--- src/rtl/hazard_pkg.sv ---
// Shared types and defaults for the pipeline hazard controller.
package hazard_pkg;

    typedef enum logic {
        HZ_RUN  = 1'b0,
        HZ_WAIT = 1'b1
    } hz_state_t;

    localparam int REG_ZERO = 0;

    localparam int HZ_REG_AW  = 5;
    localparam int HZ_TMO_W   = 8;
    localparam int HZ_TMO_CYC = 200;
    localparam int HZ_CNT_W   = 32;

endpackage

--- src/rtl/hazard_ctrl_if.sv ---
// Pipeline-side bundle of the hazard controller: decode/stage inputs and hold/flush controls.
interface hazard_ctrl_if
    import hazard_pkg::*;
#(
    parameter int REG_AW = HZ_REG_AW
);
    logic              id_ex_memread;
    logic              id_ex_regwrite;
    logic [REG_AW-1:0] id_ex_wreg;
    logic              ex_mem_memread;
    logic              ex_mem_memwrite;
    logic [REG_AW-1:0] ex_mem_wreg;
    logic [REG_AW-1:0] if_id_rs;
    logic [REG_AW-1:0] if_id_rt;
    logic              if_id_use_rt;
    logic              jump;
    logic              beq;
    logic              bne;
    logic              if_equal;
    logic              dmem_ready;

    logic              pc_hold;
    logic              if_id_hold;
    logic              id_ex_flush;
    logic              if_flush;
    logic              id_ex_hold;
    logic              ex_mem_hold;
    logic              mem_wait;
    logic              mem_err;

    // pipeline side
    modport master (
        output id_ex_memread, id_ex_regwrite, id_ex_wreg,
               ex_mem_memread, ex_mem_memwrite, ex_mem_wreg,
               if_id_rs, if_id_rt, if_id_use_rt,
               jump, beq, bne, if_equal, dmem_ready,
        input  pc_hold, if_id_hold, id_ex_flush, if_flush,
               id_ex_hold, ex_mem_hold, mem_wait, mem_err
    );

    // controller side
    modport slave (
        input  id_ex_memread, id_ex_regwrite, id_ex_wreg,
               ex_mem_memread, ex_mem_memwrite, ex_mem_wreg,
               if_id_rs, if_id_rt, if_id_use_rt,
               jump, beq, bne, if_equal, dmem_ready,
        output pc_hold, if_id_hold, id_ex_flush, if_flush,
               id_ex_hold, ex_mem_hold, mem_wait, mem_err
    );

endinterface

--- src/rtl/hazard_match.sv ---
// One source-vs-destination register comparison; register 0 never matches.
module hazard_match
    import hazard_pkg::*;
#(
    parameter int REG_AW = HZ_REG_AW
) (
    input  logic [REG_AW-1:0] src,
    input  logic [REG_AW-1:0] dst,
    input  logic              src_used,
    output logic              hit
);

    assign hit = src_used && (src == dst) && (src != REG_AW'(REG_ZERO));

endmodule

--- src/rtl/hazard_ctrl.sv ---
// Hazard controller: load-use/branch stalls, IF flush, memory-wait freeze and timeout.
// Define HAZARD_PERF_CNT_EN to add the stall_cnt/flush_cnt performance counters.
module hazard_ctrl
    import hazard_pkg::*;
#(
    parameter int REG_AW  = HZ_REG_AW,
    parameter int TMO_W   = HZ_TMO_W,
    parameter int TMO_CYC = HZ_TMO_CYC,
    parameter int CNT_W   = HZ_CNT_W
) (
    input  logic             clk,
    input  logic             rst_n,
    hazard_ctrl_if.slave     bus
`ifdef HAZARD_PERF_CNT_EN
    ,
    output logic [CNT_W-1:0] stall_cnt,
    output logic [CNT_W-1:0] flush_cnt
`endif
);

    if (TMO_CYC < 1 || TMO_CYC >= (2 ** TMO_W) || CNT_W < 1) begin : g_bad_cfg
        $error("hazard_ctrl: TMO_CYC must be 1..2^TMO_W-1 and CNT_W >= 1");
    end

    hz_state_t               state;
    logic [TMO_W-1:0]        tmo_cnt;
    logic [TMO_W-1:0]        tmo_inc;
    logic                    err_q;

    // index 0: rs/EX, 1: rt/EX, 2: rs/MEM, 3: rt/MEM
    logic [3:0][REG_AW-1:0]  src_v;
    logic [3:0][REG_AW-1:0]  dst_v;
    logic [3:0]              use_v;
    logic [3:0]              hit;

    logic ex_hit, mem_hit, br, hz, taken, memacc, frz;
    logic pc_hold_w, if_flush_w;

    assign src_v = {bus.if_id_rt, bus.if_id_rs, bus.if_id_rt, bus.if_id_rs};
    assign dst_v = {bus.ex_mem_wreg, bus.ex_mem_wreg, bus.id_ex_wreg, bus.id_ex_wreg};
    assign use_v = {bus.if_id_use_rt, 1'b1, bus.if_id_use_rt, 1'b1};

    for (genvar i = 0; i < 4; i++) begin : g_match
        hazard_match #(.REG_AW(REG_AW)) u_match (
            .src      (src_v[i]),
            .dst      (dst_v[i]),
            .src_used (use_v[i]),
            .hit      (hit[i])
        );
    end

    always_comb begin
        ex_hit  = hit[0] | hit[1];
        mem_hit = hit[2] | hit[3];
        br      = bus.beq | bus.bne;
        hz      = (bus.id_ex_memread & ex_hit)
                | (br & bus.id_ex_regwrite & ex_hit)
                | (br & bus.ex_mem_memread & mem_hit);
        taken   = bus.jump | (bus.beq & bus.if_equal) | (bus.bne & ~bus.if_equal);
        memacc  = bus.ex_mem_memread | bus.ex_mem_memwrite;
        // freeze starts in the same cycle as the unready access, no bubble
        frz     = ((state == HZ_RUN) & memacc & ~bus.dmem_ready)
                | ((state == HZ_WAIT) & ~bus.dmem_ready);
    end

    assign pc_hold_w       = frz | hz;
    assign if_flush_w      = ~frz & ~hz & taken;
    assign bus.pc_hold     = pc_hold_w;
    assign bus.if_id_hold  = pc_hold_w;
    assign bus.id_ex_flush = ~frz & hz;
    assign bus.if_flush    = if_flush_w;
    assign bus.id_ex_hold  = frz;
    assign bus.ex_mem_hold = frz;
    assign bus.mem_wait    = (state == HZ_WAIT);
    assign bus.mem_err     = err_q;

    assign tmo_inc = (tmo_cnt == '1) ? tmo_cnt : tmo_cnt + TMO_W'(1);

    always_ff @(posedge clk) begin
        if (!rst_n) begin
            state   <= HZ_RUN;
            tmo_cnt <= '0;
            err_q   <= 1'b0;
        end else begin
            unique case (state)
                HZ_RUN: begin
                    if (memacc && !bus.dmem_ready) begin
                        state   <= HZ_WAIT;
                        tmo_cnt <= TMO_W'(1);
                        if (TMO_W'(1) >= TMO_W'(TMO_CYC)) err_q <= 1'b1;
                    end
                end
                HZ_WAIT: begin
                    if (bus.dmem_ready) begin
                        state <= HZ_RUN;
                    end else begin
                        tmo_cnt <= tmo_inc;
                        if (tmo_inc >= TMO_W'(TMO_CYC)) err_q <= 1'b1;
                    end
                end
                default: state <= HZ_RUN;
            endcase
        end
    end

`ifdef HAZARD_PERF_CNT_EN
    always_ff @(posedge clk) begin
        if (!rst_n) begin
            stall_cnt <= '0;
            flush_cnt <= '0;
        end else begin
            if (pc_hold_w)  stall_cnt <= stall_cnt + CNT_W'(1);
            if (if_flush_w) flush_cnt <= flush_cnt + CNT_W'(1);
        end
    end
`endif

endmodule

--- src/flat_wrapper.sv ---
// flat-port wrapper written by rule: the top's interface ports become plain ports
module hazard_ctrl_flat import hazard_pkg::*;
#(
    parameter int REG_AW  = HZ_REG_AW,
    parameter int TMO_W   = HZ_TMO_W,
    parameter int TMO_CYC = HZ_TMO_CYC,
    parameter int CNT_W   = HZ_CNT_W
)
  (clk, rst_n, bus_id_ex_memread, bus_id_ex_regwrite, bus_id_ex_wreg, bus_ex_mem_memread, bus_ex_mem_memwrite, bus_ex_mem_wreg, bus_if_id_rs, bus_if_id_rt, bus_if_id_use_rt, bus_jump, bus_beq, bus_bne, bus_if_equal, bus_dmem_ready, bus_pc_hold, bus_if_id_hold, bus_id_ex_flush, bus_if_flush, bus_id_ex_hold, bus_ex_mem_hold, bus_mem_wait, bus_mem_err);
  hazard_ctrl_if #(.REG_AW(REG_AW)) bus_i ();
  input  logic clk;
  input  logic rst_n;
  input wire logic [$bits(bus_i.id_ex_memread)-1:0] bus_id_ex_memread;
  input wire logic [$bits(bus_i.id_ex_regwrite)-1:0] bus_id_ex_regwrite;
  input wire logic [$bits(bus_i.id_ex_wreg)-1:0] bus_id_ex_wreg;
  input wire logic [$bits(bus_i.ex_mem_memread)-1:0] bus_ex_mem_memread;
  input wire logic [$bits(bus_i.ex_mem_memwrite)-1:0] bus_ex_mem_memwrite;
  input wire logic [$bits(bus_i.ex_mem_wreg)-1:0] bus_ex_mem_wreg;
  input wire logic [$bits(bus_i.if_id_rs)-1:0] bus_if_id_rs;
  input wire logic [$bits(bus_i.if_id_rt)-1:0] bus_if_id_rt;
  input wire logic [$bits(bus_i.if_id_use_rt)-1:0] bus_if_id_use_rt;
  input wire logic [$bits(bus_i.jump)-1:0] bus_jump;
  input wire logic [$bits(bus_i.beq)-1:0] bus_beq;
  input wire logic [$bits(bus_i.bne)-1:0] bus_bne;
  input wire logic [$bits(bus_i.if_equal)-1:0] bus_if_equal;
  input wire logic [$bits(bus_i.dmem_ready)-1:0] bus_dmem_ready;
  output wire logic [$bits(bus_i.pc_hold)-1:0] bus_pc_hold;
  output wire logic [$bits(bus_i.if_id_hold)-1:0] bus_if_id_hold;
  output wire logic [$bits(bus_i.id_ex_flush)-1:0] bus_id_ex_flush;
  output wire logic [$bits(bus_i.if_flush)-1:0] bus_if_flush;
  output wire logic [$bits(bus_i.id_ex_hold)-1:0] bus_id_ex_hold;
  output wire logic [$bits(bus_i.ex_mem_hold)-1:0] bus_ex_mem_hold;
  output wire logic [$bits(bus_i.mem_wait)-1:0] bus_mem_wait;
  output wire logic [$bits(bus_i.mem_err)-1:0] bus_mem_err;
  assign bus_i.id_ex_memread = bus_id_ex_memread;
  assign bus_i.id_ex_regwrite = bus_id_ex_regwrite;
  assign bus_i.id_ex_wreg = bus_id_ex_wreg;
  assign bus_i.ex_mem_memread = bus_ex_mem_memread;
  assign bus_i.ex_mem_memwrite = bus_ex_mem_memwrite;
  assign bus_i.ex_mem_wreg = bus_ex_mem_wreg;
  assign bus_i.if_id_rs = bus_if_id_rs;
  assign bus_i.if_id_rt = bus_if_id_rt;
  assign bus_i.if_id_use_rt = bus_if_id_use_rt;
  assign bus_i.jump = bus_jump;
  assign bus_i.beq = bus_beq;
  assign bus_i.bne = bus_bne;
  assign bus_i.if_equal = bus_if_equal;
  assign bus_i.dmem_ready = bus_dmem_ready;
  assign bus_pc_hold = bus_i.pc_hold;
  assign bus_if_id_hold = bus_i.if_id_hold;
  assign bus_id_ex_flush = bus_i.id_ex_flush;
  assign bus_if_flush = bus_i.if_flush;
  assign bus_id_ex_hold = bus_i.id_ex_hold;
  assign bus_ex_mem_hold = bus_i.ex_mem_hold;
  assign bus_mem_wait = bus_i.mem_wait;
  assign bus_mem_err = bus_i.mem_err;
  hazard_ctrl #(.REG_AW(REG_AW), .TMO_W(TMO_W), .TMO_CYC(TMO_CYC), .CNT_W(CNT_W)) u_core (.clk(clk), .rst_n(rst_n), .bus(bus_i));
endmodule
--- config.mk ---
export PLATFORM = sky130hd
export DESIGN_NAME = hazard_ctrl_flat
export DESIGN_NICKNAME = d
export VERILOG_FILES = /design/src/rtl/hazard_pkg.sv /design/src/rtl/hazard_ctrl_if.sv /design/src/rtl/hazard_match.sv /design/src/rtl/hazard_ctrl.sv /design/src/flat_wrapper.sv
export SDC_FILE = /design/constraint.sdc
export NUM_CORES = 1
export LEC_CHECK = 0
export CAP_MARGIN = 30
export CORE_ASPECT_RATIO = 1.4
export CORE_UTILIZATION = 25
export CTS_BUF_LIST = sky130_fd_sc_hd__clkbuf_8
export CTS_CLUSTER_DIAMETER = 40
export DETAILED_ROUTE_END_ITERATION = 10
export GPL_ROUTABILITY_DRIVEN = 0
export PLACE_DENSITY = 0.5
export SETUP_SLACK_MARGIN = 0.4
export SYNTH_ARGS = -nofsm -noshare
export SYNTH_HDL_FRONTEND = slang
export SYNTH_SLANG_ARGS = --single-unit
--- constraint.sdc ---
create_clock -name clk -period 1.4 [get_ports clk]
set_input_delay 0.14 -clock clk [delete_from_list [all_inputs] [get_ports clk]]
set_output_delay 0.14 -clock clk [all_outputs]
set_load 0.03 [all_outputs]
==> results of run 1 <==
layer usage:
layer,GRT usage [%],vias to the layer above,wire [um]
met5,0,-,0
met4,6.73,0,53
met3,2.50,6,112
met2,36.6,38,1990
met1,15.0,550,1080
li1,-,580,-
worst max-delay path: stages:
cell                      delay (ns)
sky130_fd_sc_hd__buf_6          0.10
sky130_fd_sc_hd__or4_4          0.52
sky130_fd_sc_hd__nor2_1         0.15
sky130_fd_sc_hd__o22ai_2        0.11
sky130_fd_sc_hd__buf_4          0.14
sky130_fd_sc_hd__nor3_2         0.14
sky130_fd_sc_hd__buf_4          0.18
area by class of cell:
class                           count  area, um2  area share (%)
Clock buffer                        3       41.3            2.20
Clock inverter                      1       3.75           0.200
Tap cell                           40       50.0            2.67
Sequential cell                    10        219            11.7
Multi-Input combinational cell     99        888            47.4
Timing Repair Buffer               75        666            35.5
Inverter                            2       7.51           0.400
synthesized netlist by cell type:
master,count,area [um2]
sky130_fd_sc_hd__or2b_1,1,7.51
sky130_fd_sc_hd__a31o_1,1,8.76
sky130_fd_sc_hd__o2bb2ai_1,1,8.76
sky130_fd_sc_hd__or2_1,1,6.26
sky130_fd_sc_hd__ha_1,1,12.5
sky130_fd_sc_hd__o21ai_1,2,10.0
sky130_fd_sc_hd__xor2_1,21,184
sky130_fd_sc_hd__nand2_1,9,33.8
sky130_fd_sc_hd__a41oi_1,1,8.76
sky130_fd_sc_hd__a21boi_0,1,7.51
sky130_fd_sc_hd__o211a_1,1,10.0
sky130_fd_sc_hd__inv_1,2,7.51
sky130_fd_sc_hd__buf_4,4,30.0
sky130_fd_sc_hd__a22oi_1,3,22.5
sky130_fd_sc_hd__mux2_2,1,11.3
sky130_fd_sc_hd__and3_1,2,12.5
sky130_fd_sc_hd__buf_2,2,10.0
sky130_fd_sc_hd__dfxtp_1,10,200
sky130_fd_sc_hd__nand3_1,3,15.0
sky130_fd_sc_hd__o21ai_0,9,45.0
sky130_fd_sc_hd__and4_1,1,8.76
sky130_fd_sc_hd__nor2b_1,3,18.8
sky130_fd_sc_hd__nand4_1,3,18.8
sky130_fd_sc_hd__nor3_1,5,25.0
sky130_fd_sc_hd__and2_1,1,6.26
sky130_fd_sc_hd__a311oi_1,3,26.3
sky130_fd_sc_hd__nor4_1,2,12.5
sky130_fd_sc_hd__nor2_1,6,22.5
sky130_fd_sc_hd__a211oi_1,4,30.0
sky130_fd_sc_hd__o22ai_1,1,6.26
sky130_fd_sc_hd__or4_1,3,22.5
sky130_fd_sc_hd__a31oi_1,2,12.5
sky130_fd_sc_hd__o211ai_1,1,7.51
sky130_fd_sc_hd__nand2b_1,2,12.5
sky130_fd_sc_hd__a21oi_1,4,20.0
stage by stage:
step	util [%]	instance area, um2	hold slack (ns)	instances	setup TNS, ns
CTS	52.3	1780	0.501	227	-0.715
finish	55.0	1880	0.483	230	-0.643
global placement	44.6	1520	0.511	211	-2.78
floorplan	-	996	0.257	117	-0.178
detailed placement	44.6	1520	0.516	211	-3.08
global route	55.0	1880	0.501	230	-0.999
repair_timing:
| item | 4_1_cts | 5_1_grt |
|---|---|---|
| gates resized for setup | 115 | 26 |
| pin swaps | 38 | 14 |
| setup buffers | 12 | 3 |
| setup endpoints to repair | 17 | 17 |
power groups by stage:
| stage | combinational, mW | sequential (mW) | clock, mW |
|---|---|---|---|
| after floorplan | 0.160 | 0.316 | 0 |
| after global placement | 0.363 | 0.307 | 0 |
| after detailed placement | 0.367 | 0.307 | 0 |
| after CTS | 0.400 | 0.300 | 0.305 |
| after global routing | 0.448 | 0.300 | 0.327 |
| final | 0.420 | 0.299 | 0.305 |
registers in the layout, indices dropped and copies added (netlist names):
| name | count |
|---|---|
| u_core.tmo_cnt | 8 |
| u_core.bus.mem_err | 1 |
| u_core.bus.mem_wait | 1 |
path summary, 6_finish.rpt:
path                   endpoint  cells past startpoint
max                bus_if_flush                      7
min           u_core.tmo_cnt[6]                      2
max reg2reg  u_core.bus.mem_err                      6
min reg2reg   u_core.tmo_cnt[6]                      2
cells by family (layout without fill, tap and decap cells):
kind of cell             Yosys count  after routing
buffers and inverters              8             81
multiplexers                       1              1
adder cells (fa/ha/maj)            1              1
AO/OA/AOI/OAI                     34             34
AND/OR/NAND/NOR                   42             42
flip-flops                        10             10
XOR/XNOR                          21             21
==> flow_metrics.env, run 1 <==
export IMPL_power_per_cell_area_nw_per_um2=546
export IMPL_failed_checks="setup timing"
export IMPL_post_route_cells_drive_above_1_share_pct=57.4
export IMPL_min_path_type="reg -> reg"
export IMPL_synth_lib_cells_used_distinct=35
export IMPL_antenna_found_initial=0
export IMPL_maxCapViolCount=0
export IMPL_grt_setup_unrepaired="true"
export IMPL_slew_violations=0
export IMPL_die_height_um=73.1
export IMPL_dpl_worst_slack_ns=-0.622
export IMPL_ant_nets=0
export IMPL_clkTransAtPathRegs_ns=0.05
export IMPL_pwr_share_clk_pct=29.8
export IMPL_overflow=0
export IMPL_avgRoutedWirePerCell_um=14.1
export IMPL_largest_clock_skew_in_the_final_design_ns=0.000768
export IMPL_sequentialPowerShare_pct=29.2
export IMPL_htreeDepth=1
export IMPL_launching_element_type_of_the_critical_path="input port"
export IMPL_worstHoldStart="u_core.tmo_cnt[6]"
export IMPL_insertedDiodeCount=0
export IMPL_max_slew_worst_pin_slew_ns=0.345
export IMPL_fin_crit_ns=1.61
export IMPL_critical_path_endpoint_type="output port"
export IMPL_area_growth_pct=108
export IMPL_port_buffer_count=39
export IMPL_area_share_of_fa_ha_maj_cells_after_synthesis_pct=1.39
export IMPL_total_power_mw=1.02
export IMPL_detailroute_via_count=1174
export IMPL_relative_contribution_of_combinational_cells_to_total_power_pct=41.0
export IMPL_drt_pass1_iterations=4
export IMPL_clock_root_buffer="sky130_fd_sc_hd__clkbuf_8"
export IMPL_fmaxAchievable_mhz=621
export IMPL_register_area_share_after_synthesis_pct=22.2
export IMPL_report_final_hold_viol_count=0
export IMPL_internal_power_uw=699
export IMPL_yosys_area_share_simple_pct=24.7
export IMPL_worst_ep_required_time_ns=1.26
export IMPL_design_die_area_um2=3860
export IMPL_wire_length_of_the_first_global_routing_pass_um=5040
export IMPL_cp_max_fo=3
export IMPL_maximum_number_of_pins_on_one_net_before_global_route_repair=10
export IMPL_outcome="complete, but fails checks"
export IMPL_setup_worst_path_class="in -> out"
export IMPL_synthesis_nets=150
export IMPL_design_core_area_um2=3410
export IMPL_cts_buffer_depth=2
export IMPL_mostFrequentLayoutCell="sky130_fd_sc_hd__buf_4"
export IMPL_synth_top_family_by_area="compound AO/OA/AOI/OAI gates"
export IMPL_synth_ff_latch_count=10
export IMPL_finalSetupViolations=4
export IMPL_grt_use_total_pct=17.3
export IMPL_worst_setup_path_startpoint="bus_if_id_rs[4]"
export IMPL_drc=0
export IMPL_nets_finish=224
export IMPL_num_fill_cells=326
export IMPL_startpoint_of_the_worst_register_to_register_path="u_core.tmo_cnt[0]"
export IMPL_cts_hold_buffers_added=0
export IMPL_via_count_of_the_first_global_routing_pass=1256
export IMPL_period_share_pct=115
export IMPL_number_of_cts_inserted_buffers=3
export IMPL_syn_area_um2=902
export IMPL_synthesis_yosys_warnings=0
export IMPL_floorplan_initialDensity_pct=26.5
export IMPL_syn_mean_instance_area_um2=7.71
export IMPL_timing_critical_path_arrival_ns=1.47
export IMPL_detailed_place_hpwl_um=2370
export IMPL_post_synth_inst_count=117
export IMPL_top_level_ports=40
export IMPL_synth_compound_area_share_pct=24.8
export IMPL_sw_frac_of_total_pct=31.7
export IMPL_final_critical_path_setup_slack_ns=-0.210
export IMPL_p_leak_nw=0.765
export IMPL_row_count=25
export IMPL_drtIter0Drc=22
export IMPL_cts_sink_count=10
export IMPL_worstSkewPairLatency_ns=0.23
export IMPL_xor_and_xnor_fraction_of_the_mapped_netlist_area_pct=20.4
export IMPL_p_sw_uw=325
export IMPL_reg2reg_slack_ns=0.02
export IMPL_tritoncts="done"
export IMPL_dieWidth_um=52.8
export IMPL_via_per_inst=5.10
export IMPL_maximum_vdd_drop_v=0.000435
export IMPL_max_slew_headroom_at_the_worst_pin_pct=77.0
export IMPL_synth_area_mux_share_pct=1.25
export IMPL_postRouteWirelength_um=3240
export IMPL_most_common_layout_cells="29 x sky130_fd_sc_hd__buf_4, 20 x sky130_fd_sc_hd__xor2_1, 15 x sky130_fd_sc_hd__buf_6, 8 x sky130_fd_sc_hd__dlygate4sd2_1"
Note: power is estimated with default switching activity, not from simulation.
==> run 2: changes to the inputs <==
--- a/config.mk
+++ b/config.mk
@@ -7,11 +7,13 @@
 export LEC_CHECK = 0
 export CAP_MARGIN = 30
 export CORE_ASPECT_RATIO = 1.4
+export CORE_MARGIN = 3
 export CORE_UTILIZATION = 25
 export CTS_BUF_LIST = sky130_fd_sc_hd__clkbuf_8
 export CTS_CLUSTER_DIAMETER = 40
 export DETAILED_ROUTE_END_ITERATION = 10
 export GPL_ROUTABILITY_DRIVEN = 0
+export GPL_TIMING_DRIVEN = 0
 export PLACE_DENSITY = 0.5
 export SETUP_SLACK_MARGIN = 0.4
 export SYNTH_ARGS = -nofsm -noshare
==> flow_metrics.env, run 2 (same netlist as run 1, synthesis figures left out) <==
export IMPL_outcome="complete, but fails checks"
export IMPL_failed_checks="setup timing"
export IMPL_htreeDepth=1
export IMPL_report_final_hold_viol_count=0
export IMPL_maximum_vdd_drop_v=0.000402
export IMPL_drt_pass1_iterations=4
export IMPL_cts_buffer_depth=2
export IMPL_fmaxAchievable_mhz=609
export IMPL_cts_sink_count=10
export IMPL_post_route_cells_drive_above_1_share_pct=51.1
export IMPL_sw_frac_of_total_pct=31.6
export IMPL_dieWidth_um=56.8
export IMPL_critical_path_cell_chain="buf_8 > or4_4 > o21ai_4 > o22ai_2 > or2_4 > buf_6 > buf_6"
export IMPL_dpl_worst_slack_ns=-1.17
export IMPL_antenna_found_initial=0
export IMPL_worstSkewPairLatency_ns=0.24
export IMPL_detailroute_via_count=1137
export IMPL_clkTransAtPathRegs_ns=0.05
export IMPL_cpPeakStageDelay_ns=0.53
export IMPL_worst_ep_required_time_ns=1.26
export IMPL_slew_violations=0
export IMPL_maximum_number_of_pins_on_one_net_before_global_route_repair=11
export IMPL_drc=0
export IMPL_max_slew_worst_pin_slew_ns=0.313
export IMPL_internal_power_uw=678
export IMPL_design_core_area_um2=3410
export IMPL_nets_finish=212
export IMPL_design_die_area_um2=4380
export IMPL_critical_path_most_common_cell="sky130_fd_sc_hd__buf_6"
export IMPL_num_fill_cells=357
export IMPL_die_height_um=77.1
export IMPL_wire_length_of_the_first_global_routing_pass_um=4950
export IMPL_critical_path_endpoint_type="output port"
export IMPL_insertedDiodeCount=0
export IMPL_p_sw_uw=314
export IMPL_setup_worst_path_class="in -> out"
export IMPL_max_flop_register="u_core.tmo_cnt"
export IMPL_period_share_pct=117
export IMPL_total_power_uw=992
export IMPL_cp_num_buf_inv=3
export IMPL_ant_nets=0
export IMPL_detailed_place_hpwl_um=2310
export IMPL_power_per_cell_area_nw_per_um2=583
export IMPL_relative_contribution_of_combinational_cells_to_total_power_pct=38.6
export IMPL_mostFrequentLayoutCell="sky130_fd_sc_hd__xor2_1"
export IMPL_p_leak_nw=0.691
export IMPL_row_count=25
export IMPL_standard_cell_with_the_maximum_stage_delay_on_the_critical_path="sky130_fd_sc_hd__or4_4"
export IMPL_tritoncts="done"
export IMPL_drtIter0Drc=36
export IMPL_largest_reg_flops=8
export IMPL_cp_max_fo=3
export IMPL_number_of_cts_inserted_buffers=3
export IMPL_max_slew_headroom_at_the_worst_pin_pct=79.1
export IMPL_port_buffer_count=39
export IMPL_finalSetupViolations=5
export IMPL_timing_critical_path_arrival_ns=1.50
export IMPL_final_critical_path_setup_slack_ns=-0.241
export IMPL_overflow=0
export IMPL_sequentialPowerShare_pct=30.5
export IMPL_floorplan_initialDensity_pct=26.5
export IMPL_clock_root_buffer="sky130_fd_sc_hd__clkbuf_8"
export IMPL_grt_use_total_pct=14.2
export IMPL_avgRoutedWirePerCell_um=14.2
export IMPL_postRouteWirelength_um=3090
export IMPL_grt_setup_unrepaired="true"
export IMPL_via_per_inst=5.22
export IMPL_top_level_ports=40
export IMPL_fin_crit_ns=1.64
export IMPL_maxCapViolCount=0
export IMPL_pwr_share_clk_pct=30.9
export IMPL_cp_top_family="simple AND/OR/NAND/NOR gates"
export IMPL_area_growth_pct=88.6
export IMPL_via_count_of_the_first_global_routing_pass=1176
export IMPL_most_common_layout_cells="21 x sky130_fd_sc_hd__xor2_1, 17 x sky130_fd_sc_hd__buf_4, 16 x sky130_fd_sc_hd__buf_6, 11 x sky130_fd_sc_hd__buf_2, 8 x sky130_fd_sc_hd__nand2_1"
export IMPL_launching_element_type_of_the_critical_path="input port"
export IMPL_largest_clock_skew_in_the_final_design_ns=0.00159
export IMPL_min_path_type="in -> reg"
[run 2: changes by cell type in the layout (fill, tap and decap cells not counted), moves of 2 or more]
cell	previous run	this run
sky130_fd_sc_hd__nand2_2	3	0
sky130_fd_sc_hd__nor3_2	2	4
sky130_fd_sc_hd__buf_4	29	17
sky130_fd_sc_hd__dlygate4sd2_1	8	6
sky130_fd_sc_hd__dfxtp_1	3	5
sky130_fd_sc_hd__o21ai_2	4	2
sky130_fd_sc_hd__nand2_1	5	8
sky130_fd_sc_hd__nor2_2	1	3
sky130_fd_sc_hd__dfxtp_4	4	2
sky130_fd_sc_hd__clkdlybuf4s15_1	6	3
sky130_fd_sc_hd__buf_2	6	11
[run 2: stage by stage]
step	hold slack (ns)	setup TNS (ns)	utilization (%)	instances	instance area (um2)
2_1_floorplan	0.257	-0.178	-	117	996
3_3_place_gp	0.495	-5.66	42.1	196	1440
3_5_place_dp	0.506	-5.77	42.1	196	1440
4_1_cts	0.532	-0.829	47.7	213	1630
5_1_grt	0.533	-1.17	49.9	218	1700
6_report	0.515	-0.734	49.9	218	1700
[run 2: power by group through the flow]
stage | Sequential (mW) | Clock [mW] | Combinational [mW]
floorplan | 0.316 | 0 | 0.160
global placement | 0.308 | 0 | 0.347
detailed placement | 0.308 | 0 | 0.349
CTS | 0.303 | 0.319 | 0.372
global route | 0.303 | 0.342 | 0.410
finish | 0.302 | 0.306 | 0.383
[run 2: cell type report]
| class | count | area, um2 | area share (%) |
|---|---|---|---|
| Tap cell | 40 | 50.0 | 2.94 |
| Timing Repair Buffer | 57 | 480 | 28.2 |
| Sequential cell | 10 | 211 | 12.4 |
| Buffer | 6 | 63.8 | 3.75 |
| Clock buffer | 3 | 41.3 | 2.43 |
| Clock inverter | 1 | 3.75 | 0.221 |
| Multi-Input combinational cell | 99 | 843 | 49.6 |
| Inverter | 2 | 7.51 | 0.441 |
[run 2: tightest hold or removal path, stage by stage]
cell	delay, ns
sky130_fd_sc_hd__dlygate4sd2_1	0.24
sky130_fd_sc_hd__o21ai_4	0.07
sky130_fd_sc_hd__buf_4	0.15
sky130_fd_sc_hd__nand3_2	0.06
sky130_fd_sc_hd__a21boi_1	0.05
[run 2: per-layer routing]
layer	GRT usage, %	vias to the layer above	routed length [um]
met3	2.19	6	135
met2	29.3	35	1830
met1	12.7	538	1050
li1	-	558	-
met4	6.73	0	73
met5	0	-	0
[run 2: final timing paths]
path / start / to / slack, ns / cells after the start
setup / recovery: bus_if_id_rt[3] / bus_pc_hold / -0.24 / 7
hold / removal: bus_ex_mem_memwrite / u_core.tmo_cnt[1] / 0.52 / 5
setup reg to reg: u_core.tmo_cnt[0] / u_core.bus.mem_err / -0.06 / 7
hold reg to reg: u_core.tmo_cnt[6] / u_core.tmo_cnt[6] / 0.54 / 2
[run 2: repair_timing]
action	4_1_cts	5_1_grt
setup endpoints to repair	17	15
buffers inserted	13	5
resized for setup	159	16
cloned	0	0
pin swaps	34	13
hold buffers	0	0
